File: config.mk
export PLATFORM = sky130hd
export DESIGN_NAME = cmd_seq_feeder
export DESIGN_NICKNAME = d
export VERILOG_FILES = /design/src/rtl/cmd_seq_feeder_pkg.sv /design/src/rtl/cmd_seq_feeder_fifo.sv /design/src/rtl/cmd_seq_feeder.sv
export SDC_FILE = /design/constraint.sdc
export NUM_CORES = 1
export LEC_CHECK = 0
export CAP_MARGIN = 20
export CORE_UTILIZATION = 54
export DETAILED_ROUTE_END_ITERATION = 16
export GPL_TIMING_DRIVEN = 0
export PLACE_DENSITY = 0.82
export RECOVER_POWER = 100
export SYNTH_ARGS = -nofsm -noshare
export SYNTH_HDL_FRONTEND = slang
export SYNTH_SLANG_ARGS = --single-unit
File: constraint.sdc
create_clock -name i_clk -period 2.7 [get_ports i_clk]
set_clock_uncertainty 0.2 [all_clocks]
set_input_delay 0.405 -clock i_clk [delete_from_list [all_inputs] [get_ports i_clk]]
set_output_delay 0.405 -clock i_clk [all_outputs]
set_load 0.02 [all_outputs]
File: src/rtl/cmd_seq_feeder_pkg.sv
// Shared definitions for the Knight command sequencer: FSM states, error codes,
// response bytes and common command encodings.
package cmd_seq_feeder_pkg;

  typedef enum logic [1:0] {
    S_IDLE      = 2'd0,
    S_ISSUE     = 2'd1,
    S_WAIT_SNT  = 2'd2,
    S_WAIT_RESP = 2'd3
  } state_t;

  typedef enum logic [1:0] {
    ERR_NONE     = 2'b00,
    ERR_BAD_RESP = 2'b01,
    ERR_TIMEOUT  = 2'b10,
    ERR_ABORT    = 2'b11
  } err_code_t;

  localparam logic [7:0] ACK_BYTE = 8'hA5;
  localparam logic [7:0] NAK_BYTE = 8'h5A;

  // Command word layout: [15:12] opcode, [11:4] heading, [3:0] square count
  localparam logic [15:0] CMD_CAL_GYRO  = 16'h2000;
  localparam logic [3:0]  OP_MOVE       = 4'h4;
  localparam logic [7:0]  HEAD_NORTH    = 8'h00;
  localparam logic [7:0]  HEAD_WEST     = 8'h3F;
  localparam logic [7:0]  HEAD_SOUTH    = 8'h7F;
  localparam logic [7:0]  HEAD_EAST     = 8'hBF;

  function automatic logic [15:0] make_move(input logic [7:0] heading, input logic [3:0] squares);
    return {OP_MOVE, heading, squares};
  endfunction

endpackage

File: src/rtl/cmd_seq_feeder_fifo.sv
// Synchronous command FIFO with full/empty flags and a single-cycle flush.
module cmd_fifo #(
  parameter int DEPTH = 16,
  parameter int WIDTH = 16
) (
  input  logic             i_clk,
  input  logic             i_rst,
  input  logic             i_push,
  input  logic             i_pop,
  input  logic             i_flush,
  input  logic [WIDTH-1:0] i_data,
  output logic [WIDTH-1:0] o_data,
  output logic             o_full,
  output logic             o_empty
);

  localparam int AW = $clog2(DEPTH);
  localparam logic [AW:0] PTR_ONE = {{AW{1'b0}}, 1'b1};

  logic [WIDTH-1:0] r_mem [DEPTH];
  logic [AW:0]      r_wr_ptr;
  logic [AW:0]      r_rd_ptr;
  logic             w_do_push;
  logic             w_do_pop;

  // Extra pointer MSB distinguishes full from empty when the indices match
  assign o_empty   = (r_wr_ptr == r_rd_ptr);
  assign o_full    = (r_wr_ptr[AW] != r_rd_ptr[AW]) && (r_wr_ptr[AW-1:0] == r_rd_ptr[AW-1:0]);
  assign o_data    = r_mem[r_rd_ptr[AW-1:0]];
  assign w_do_pop  = i_pop && !o_empty;
  assign w_do_push = i_push && (!o_full || w_do_pop);

  always_ff @(posedge i_clk) begin
    if (i_rst || i_flush) begin
      r_wr_ptr <= '0;
      r_rd_ptr <= '0;
    end else begin
      if (w_do_push) r_wr_ptr <= r_wr_ptr + PTR_ONE;
      if (w_do_pop)  r_rd_ptr <= r_rd_ptr + PTR_ONE;
    end
  end

  always_ff @(posedge i_clk) begin
    if (w_do_push) r_mem[r_wr_ptr[AW-1:0]] <= i_data;
  end

endmodule

File: src/rtl/cmd_seq_feeder.sv
// Plays queued Knight commands to RemoteComm one at a time, waiting for each
// to be sent and acknowledged before issuing the next.
module cmd_seq_feeder
  import cmd_seq_feeder_pkg::*;
#(
  parameter int          DEPTH        = 16,
  parameter logic [7:0]  ACK          = 8'hA5,
  parameter logic [23:0] TIMEOUT_CLKS = 24'hFFFFFF
) (
  input  logic        i_clk,
  input  logic        i_rst,
  input  logic        i_wr_cmd,
  input  logic [15:0] i_cmd_in,
  input  logic        i_start,
  input  logic        i_abort,
  output logic [15:0] o_cmd,
  output logic        o_snd_cmd,
  input  logic        i_cmd_snt,
  input  logic        i_resp_rdy,
  input  logic [7:0]  i_resp,
  output logic        o_full,
  output logic        o_empty,
  output logic        o_busy,
  output logic        o_done,
  output logic        o_err,
  output logic [1:0]  o_err_code,
  output logic [7:0]  o_n_acked
);

  state_t      r_state, w_next_state;
  err_code_t   r_err_code;
  logic [23:0] r_tmo_cnt;
  logic [15:0] r_cmd;
  logic [15:0] w_fifo_data;
  logic [7:0]  r_n_acked;
  logic        r_snd_cmd, r_done, r_err, r_abort_pend;
  logic        w_ack, w_nak, w_timeout, w_abort_any;
  logic        w_pop, w_flush, w_start_run, w_set_done;
  logic        w_fin_ack, w_fin_abort, w_fin_nak, w_fin_tmo;

  cmd_fifo #(.DEPTH(DEPTH), .WIDTH(16)) u_fifo (
    .i_clk   (i_clk),
    .i_rst   (i_rst),
    .i_push  (i_wr_cmd),
    .i_pop   (w_pop),
    .i_flush (w_flush),
    .i_data  (i_cmd_in),
    .o_data  (w_fifo_data),
    .o_full  (o_full),
    .o_empty (o_empty)
  );

  // A response arriving on the last counted clock beats the timeout
  assign w_ack       = i_resp_rdy && (i_resp == ACK);
  assign w_nak       = i_resp_rdy && (i_resp != ACK);
  assign w_timeout   = !i_resp_rdy && (r_tmo_cnt == TIMEOUT_CLKS - 24'd1);
  assign w_abort_any = r_abort_pend || i_abort;

  always_ff @(posedge i_clk) begin
    if (i_rst) r_state <= S_IDLE;
    else       r_state <= w_next_state;
  end

  always_comb begin
    w_next_state = r_state;
    case (r_state)
      S_IDLE:      if (i_start && !i_abort && !o_empty) w_next_state = S_ISSUE;
      S_ISSUE:     w_next_state = S_WAIT_SNT;
      S_WAIT_SNT:  if (i_cmd_snt) w_next_state = S_WAIT_RESP;
      S_WAIT_RESP: begin
        if (w_ack)                 w_next_state = (!o_empty && !w_abort_any) ? S_ISSUE : S_IDLE;
        else if (w_nak || w_timeout) w_next_state = S_IDLE;
      end
      default:     w_next_state = S_IDLE;
    endcase
  end

  always_comb begin
    w_pop       = (r_state == S_ISSUE);
    w_start_run = (r_state == S_IDLE) && i_start && !i_abort;
    w_fin_ack   = (r_state == S_WAIT_RESP) && w_ack;
    w_fin_nak   = (r_state == S_WAIT_RESP) && w_nak;
    w_fin_tmo   = (r_state == S_WAIT_RESP) && w_timeout;
    w_fin_abort = w_fin_ack && w_abort_any;
    w_set_done  = (w_start_run && o_empty) || (w_fin_ack && o_empty && !w_abort_any);
    w_flush     = ((r_state == S_IDLE) && i_abort) || w_fin_abort || w_fin_nak || w_fin_tmo;
    o_busy      = (r_state != S_IDLE);
  end

  always_ff @(posedge i_clk) begin
    if (i_rst) begin
      r_cmd        <= '0;
      r_snd_cmd    <= 1'b0;
      r_done       <= 1'b0;
      r_err        <= 1'b0;
      r_err_code   <= ERR_NONE;
      r_n_acked    <= '0;
      r_abort_pend <= 1'b0;
      r_tmo_cnt    <= '0;
    end else begin
      r_snd_cmd    <= w_pop;
      r_done       <= w_set_done;
      r_abort_pend <= (w_next_state != S_IDLE) && w_abort_any;
      if (w_pop) r_cmd <= w_fifo_data;
      if (w_start_run) begin
        r_err      <= 1'b0;
        r_err_code <= ERR_NONE;
        r_n_acked  <= '0;
      end
      if (w_fin_ack && (r_n_acked != 8'hFF)) r_n_acked <= r_n_acked + 8'd1;
      if (w_fin_nak) begin
        r_err      <= 1'b1;
        r_err_code <= ERR_BAD_RESP;
      end else if (w_fin_tmo) begin
        r_err      <= 1'b1;
        r_err_code <= ERR_TIMEOUT;
      end else if (w_fin_abort) begin
        r_err      <= 1'b1;
        r_err_code <= ERR_ABORT;
      end
      if ((r_state == S_WAIT_SNT) && i_cmd_snt)           r_tmo_cnt <= '0;
      else if ((r_state == S_WAIT_RESP) && (r_tmo_cnt != 24'hFFFFFF)) r_tmo_cnt <= r_tmo_cnt + 24'd1;
    end
  end

  assign o_cmd      = r_cmd;
  assign o_snd_cmd  = r_snd_cmd;
  assign o_done     = r_done;
  assign o_err      = r_err;
  assign o_err_code = r_err_code;
  assign o_n_acked  = r_n_acked;

endmodule

==> results of run 1 <==
-- through the flow --
step,util,hold slack [ps],worst slack (ps)
2_1_floorplan,-,266,159
3_3_place_gp,0.594,274,-785
3_5_place_dp,0.595,291,-759
4_1_cts,0.647,129,10.0
5_1_grt,0.649,203,-16.4
6_report,0.649,151,56.2
-- cell type report --
cell class / count / area (sq um) / area share
antenna: 1 / 2.50 / 0.000165
clock buffer: 45 / 933 / 0.0615
inverter: 10 / 37.5 / 0.00247
timing repair buffer: 67 / 686 / 0.0452
buffer: 39 / 184 / 0.0121
clock inverter: 16 / 183 / 0.0120
multi-input combinational: 411 / 3750 / 0.247
tap: 319 / 399 / 0.0263
sequential: 322 / 9010 / 0.594
-- where the power goes --
part / internal (mW) / switching (mW) / total [mW]
registers: 5.39 / 0.0161 / 5.40
clock network: 2.75 / 1.89 / 4.64
logic: 0.116 / 0.204 / 0.320
total: 8.25 / 2.11 / 10.4
-- registers in the layout, indices dropped and copies added, names as in the netlist, 2 cells and up --
signal	cells
r_state	2
u_fifo.r_rd_ptr	5
o_cmd	16
o_n_acked	8
u_fifo.r_mem	256
o_err_code	2
u_fifo.r_wr_ptr	5
r_tmo_cnt	24
-- cell usage after synthesis, drive strengths merged, types with 2 or more instances --
cell type  number  area (sq um)
a211oi         11          95.1
a21o            2          15.0
a21oi          40           204
a22o           16           140
a311oi         19           166
a31oi           7          43.8
a41oi           2          17.5
and2            7          43.8
and3           17           106
and4            4          35.0
buf            13          68.8
clkbuf         29           111
dfxtp          66          1320
edfxtp        256          7690
ha              8           100
inv            10          37.5
mux2i           4          40.0
mux4           64          1440
nand2          21          78.8
nand2b         18           113
nand3          14          70.1
nand3b          3          22.5
nand4          10          77.6
nand4bb         2          22.5
nor2           60           225
nor2b           5          31.3
nor3            7          35.0
nor4            5          58.8
o2111ai         2          17.5
o21ai           7          35.0
or3             8          50.1
or4             3          22.5
xnor2          24           210
xor2            5          43.8
-- kinds of logic after synthesis --
logic type,share of synthesized area
DFF,0.699
and+or+nand+nor,0.0802
AOI/OAI and AO/OA,0.0614
muxes,0.115
buffers and inverters,0.0169
xor gates and xnor gates,0.0197
adders and majority gates,0.00777
-- path summary, 6_finish.rpt --
| kind | cells past startpoint | endpoint |
|---|---|---|
| max reg2reg | 6 | o_cmd[9]$_SDFFE_PP0P_ |
| max | 6 | o_cmd[9]$_SDFFE_PP0P_ |
| min reg2reg | 2 | o_cmd[4]$_SDFFE_PP0P_ |
| min | 2 | r_abort_pend$_SDFF_PP0_ |
-- layout by cell type (no fill, tap or decap), types with 8 or more instances in the layout --
master           netlist  layout
and3_4                 0      11
xnor2_1               24      24
nand4_1                9      10
nor2_1                60      60
a22o_1                16      16
ha_1                   8       8
clkbuf_16              0      35
mux4_2                64      64
dlygate4sd3_1          0      46
nand2b_1              18      18
a311oi_1              19      19
inv_1                 10      10
nand3_1               14      14
a211oi_1              10      10
buf_2                  7       8
nand2_1               21      21
clkdlybuf4s50_1        0      13
edfxtp_1             256     256
or3_1                  8       8
a21oi_1               39      39
clkbuf_1              27      33
dfxtp_1               66      61
-- worst max-delay path, cell delays in order (launching register included) --
cell,delay [ps]
dfxtp_2,420
and2_1,160
clkbuf_1,320
clkbuf_1,620
a22o_1,340
a21oi_1,90
a311oi_1,380
-- timing repair --
action	in CTS	in global routing
endpoints found under the setup margin	248	194
pin swaps	3	5
gates cloned	0	5
setup buffers	3	2
gates resized for setup	35	11
-- layer usage --
| layer | wire [um] | global-route usage | vias to the layer above |
|---|---|---|---|
| met5 | 0 | 0 | - |
| met3 | 2430 | 0.0424 | 62 |
| li1 | - | - | 3337 |
| met2 | 14000 | 0.385 | 402 |
| met1 | 11500 | 0.315 | 3879 |
| met4 | 772 | 0.0882 | 0 |
==> metrics.cfg, run 1 <==
[status]
outcome = finished clean

[placement]
place_inst = 1161
hpwl_um = 17400
portBuffers = 61
gp_congestion = 0.868
placed_cell_area_sq_um = 13900

[floorplan]
start_util = 0.551
ios = 63
fp.dieH_um = 156
die_w_um = 156
core_area_sq_um = 23400
placementRows = 56
die_area_sq_um = 24500

[timing]
drv_slew = 0
fmax_mhz = 378
worst_pin_slew_ps = 756
finalHoldViolCount = 0
finalCritPeriodShare = 0.979
setup-tns-final_ps = 0
setup_viol = 0
relSlewSlack = 0.496
period_minus_slack_ps = 2640

[power_and_ir_drop]
totalPowerFinal_mw = 10.4
ir_drop_v = 0.000534
p_leak_nw = 4.93
powerDensity_nw_per_um2 = 682

[job]
drv_cap = 0

[clocking]
clockBufferDepth = 3
clkLatencyLatePin_ps = 520
cts_root_buf = clkbuf_16
cts_hold_buffers = 0
cts.sinks = 322
numCtsBuffers = 34
htree_levels = 2
clk_pin_slew_ps = 60
cts_tree = yes

[logic_synthesis]
synth-main-ff-cell = edfxtp_1
syn_area_sq_um = 12900
synth-seq-area-share = 0.699
synth-seq-cells = 322
async_flop_share = 0
synth.distinct_cells = 53
postSynthAreaPerCell_sq_um = 16.5
syn-instance-count = 780
yosysWarnings = 0
synth_edf_count = 256
syn-num-nets = 819

[routing]
dr.pass1.iters = 5
wl_per_cell_um = 23.3
num_vias = 7680
detail-route-antenna-nets = 0
drt_iter0_markers = 797
wirelength_um = 28700
drc = 0
viasPerCell = 6.24

[global_routing]
track_usage = 0.235
grt_max_degree = 17
gr-total-overflow = 0
grt_pass1_wl_um = 42200
antenna_found_initial = 1
grt_pass1_vias = 7453

[final_layout]
layout.cells.non_filler = 1230
n_fill_cell = 1556
drive_above_1_share = 0.187
nNetsFinal = 924
syn_to_final_growth_pct = 17.8
fin_area_sq_um = 15200

[setup_path]
crit_type = flop to flop
reg2reg_setup_slack_ps = 60
critPathRequiredTime_ps = 2910
crit_arrival_ps = 2850
timing.rr.start = u_fifo.r_rd_ptr[3]$_SDFFE_PP0P_
cp_max_fo = 10
startpoint = u_fifo.r_rd_ptr[3]$_SDFFE_PP0P_
startpoint_type = flop
cp-end-kind = flop

[min_path]
hp-start = i_rst
hold_path_class = input pin to flop

Note: power is estimated with default switching activity, not from simulation.
==> run 2: changes to the inputs <==
--- a/config.mk
+++ b/config.mk
@@ -11,6 +11,7 @@
 export GPL_TIMING_DRIVEN = 0
 export PLACE_DENSITY = 0.82
 export RECOVER_POWER = 100
+export SLEW_MARGIN = 20
 export SYNTH_ARGS = -nofsm -noshare
 export SYNTH_HDL_FRONTEND = slang
 export SYNTH_SLANG_ARGS = --single-unit
==> metrics.cfg, run 2 (same netlist as run 1, synthesis figures left out) <==
[status]
outcome = finished, violations left
violations = negative setup slack

[setup_path]
startpoint_type = flop
crit_type = flop to flop
cp-end-kind = flop
cp_max_fo = 10
reg2reg_setup_slack_ps = -20
critPathRequiredTime_ps = 2890
crit_arrival_ps = 2910

[timing]
finalCritPeriodShare = 1.01
setup_viol = 1
rsz0062_at_grt = yes
setup-tns-final_ps = -21.5
hold_slack_ps = 183
setup_ws_ps = -21.5
worst_pin_slew_ps = 741
drv_slew = 0
relSlewSlack = 0.506
fmax_mhz = 367
finalHoldViolCount = 0
period_minus_slack_ps = 2720

[placement]
placed_cell_area_sq_um = 13900
place_inst = 1160
portBuffers = 61
hpwl_um = 17200
gp_congestion = 0.868

[final_layout]
nNetsFinal = 926
syn_to_final_growth_pct = 17.7
layout_commonest_cell = edfxtp_1
n_fill_cell = 1563
largest_reg_flops = 256
fin_area_sq_um = 15200
final_cell_mix = edfxtp_1, mux4_2, nor2_1, dfxtp_1, dlygate4sd3_1
layout.cells.non_filler = 1231
drive_above_1_share = 0.182

[routing]
drt_iter0_markers = 962
drc = 0
num_vias = 7796
dr.pass1.iters = 5
viasPerCell = 6.33
wl_per_cell_um = 24.4
wirelength_um = 30000
detail-route-antenna-nets = 0

[clocking]
clkLatencyLatePin_ps = 520
clockBufferDepth = 3
numCtsBuffers = 34
cts_tree = yes
clk_pin_slew_ps = 60
cts.sinks = 322
cts_root_buf = clkbuf_16
htree_levels = 2
cts_hold_buffers = 0

[floorplan]
placementRows = 56
start_util = 0.551
die_w_um = 156
core_area_sq_um = 23400
ios = 63
die_area_sq_um = 24500
fp.dieH_um = 156

[global_routing]
antenna_found_initial = 2
track_usage = 0.238
grt_pass1_vias = 7438
grt_pass1_wl_um = 42700
grt_max_degree = 18
gr-total-overflow = 0

[job]
drv_cap = 0

[power_and_ir_drop]
powerDensity_nw_per_um2 = 681
p_leak_nw = 4.91
ir_drop_v = 0.000568
totalPowerFinal_mw = 10.3

[min_path]
hold_path_class = input pin to flop

-- run 2: worst max-delay path: stages, from the launching register on --
cell and delay (ps):
dfxtp_2 420, and2_1 150, clkbuf_1 390, clkbuf_1 600
a22o_1 330, a21oi_1 90, a311oi_1 410
-- run 2: worst paths after layout --
check | startpoint | cells past startpoint | endpoint
setup / recovery | u_fifo.r_rd_ptr[2]$_SDFFE_PP0P_ | 6 | o_cmd[9]$_SDFFE_PP0P_
hold reg to reg | o_err_code[1]$_SDFFE_PP0P_ | 2 | o_err_code[1]$_SDFFE_PP0P_
setup reg to reg | u_fifo.r_rd_ptr[2]$_SDFFE_PP0P_ | 6 | o_cmd[9]$_SDFFE_PP0P_
hold / removal | i_rst | 2 | r_abort_pend$_SDFF_PP0_
-- run 2: metal layers --
| metal | vias up | global-route usage | share of wire |
|---|---|---|---|
| met1 | 3915 | 0.318 | 0.39 |
| met2 | 481 | 0.380 | 0.49 |
| met4 | 0 | 0.105 | 0.025 |
| met3 | 61 | 0.0510 | 0.098 |
| li1 | 3339 | - | - |
| met5 | - | 0 | 0 |
-- run 2: power by group --
part / switching, mW / internal (mW) / total [mW]
clock: 1.88 / 2.71 / 4.59
combinational: 0.212 / 0.117 / 0.329
sequential: 0.0157 / 5.39 / 5.40
total: 2.11 / 8.22 / 10.3
-- run 2: timing repair --
item / in CTS / in global routing
buffers inserted: 1 / 3
setup endpoints to repair: 250 / 250
cloned: 0 / 9
pin swaps: 1 / 5
resized for setup: 36 / 13
-- run 2: final cells by class --
cell class	instances	area, sq um	share of cell area
inverters	10	37.5	0.00247
diodes	2	5.00	0.000330
clock buffers	46	927	0.0611
clock inverters	13	159	0.0105
repair buffers	65	664	0.0438
well taps	319	399	0.0263
flip-flops and latches	322	9020	0.594
plain buffers	39	173	0.0114
multi-input cells	415	3790	0.250
-- run 2: through the flow --
step                      setup WS (ps)   util
final                             -21.5  0.648
after global routing               -113  0.648
after CTS                          13.9  0.644
after detailed placement           -771  0.594
after global placement             -785  0.594
after floorplan                     159      -
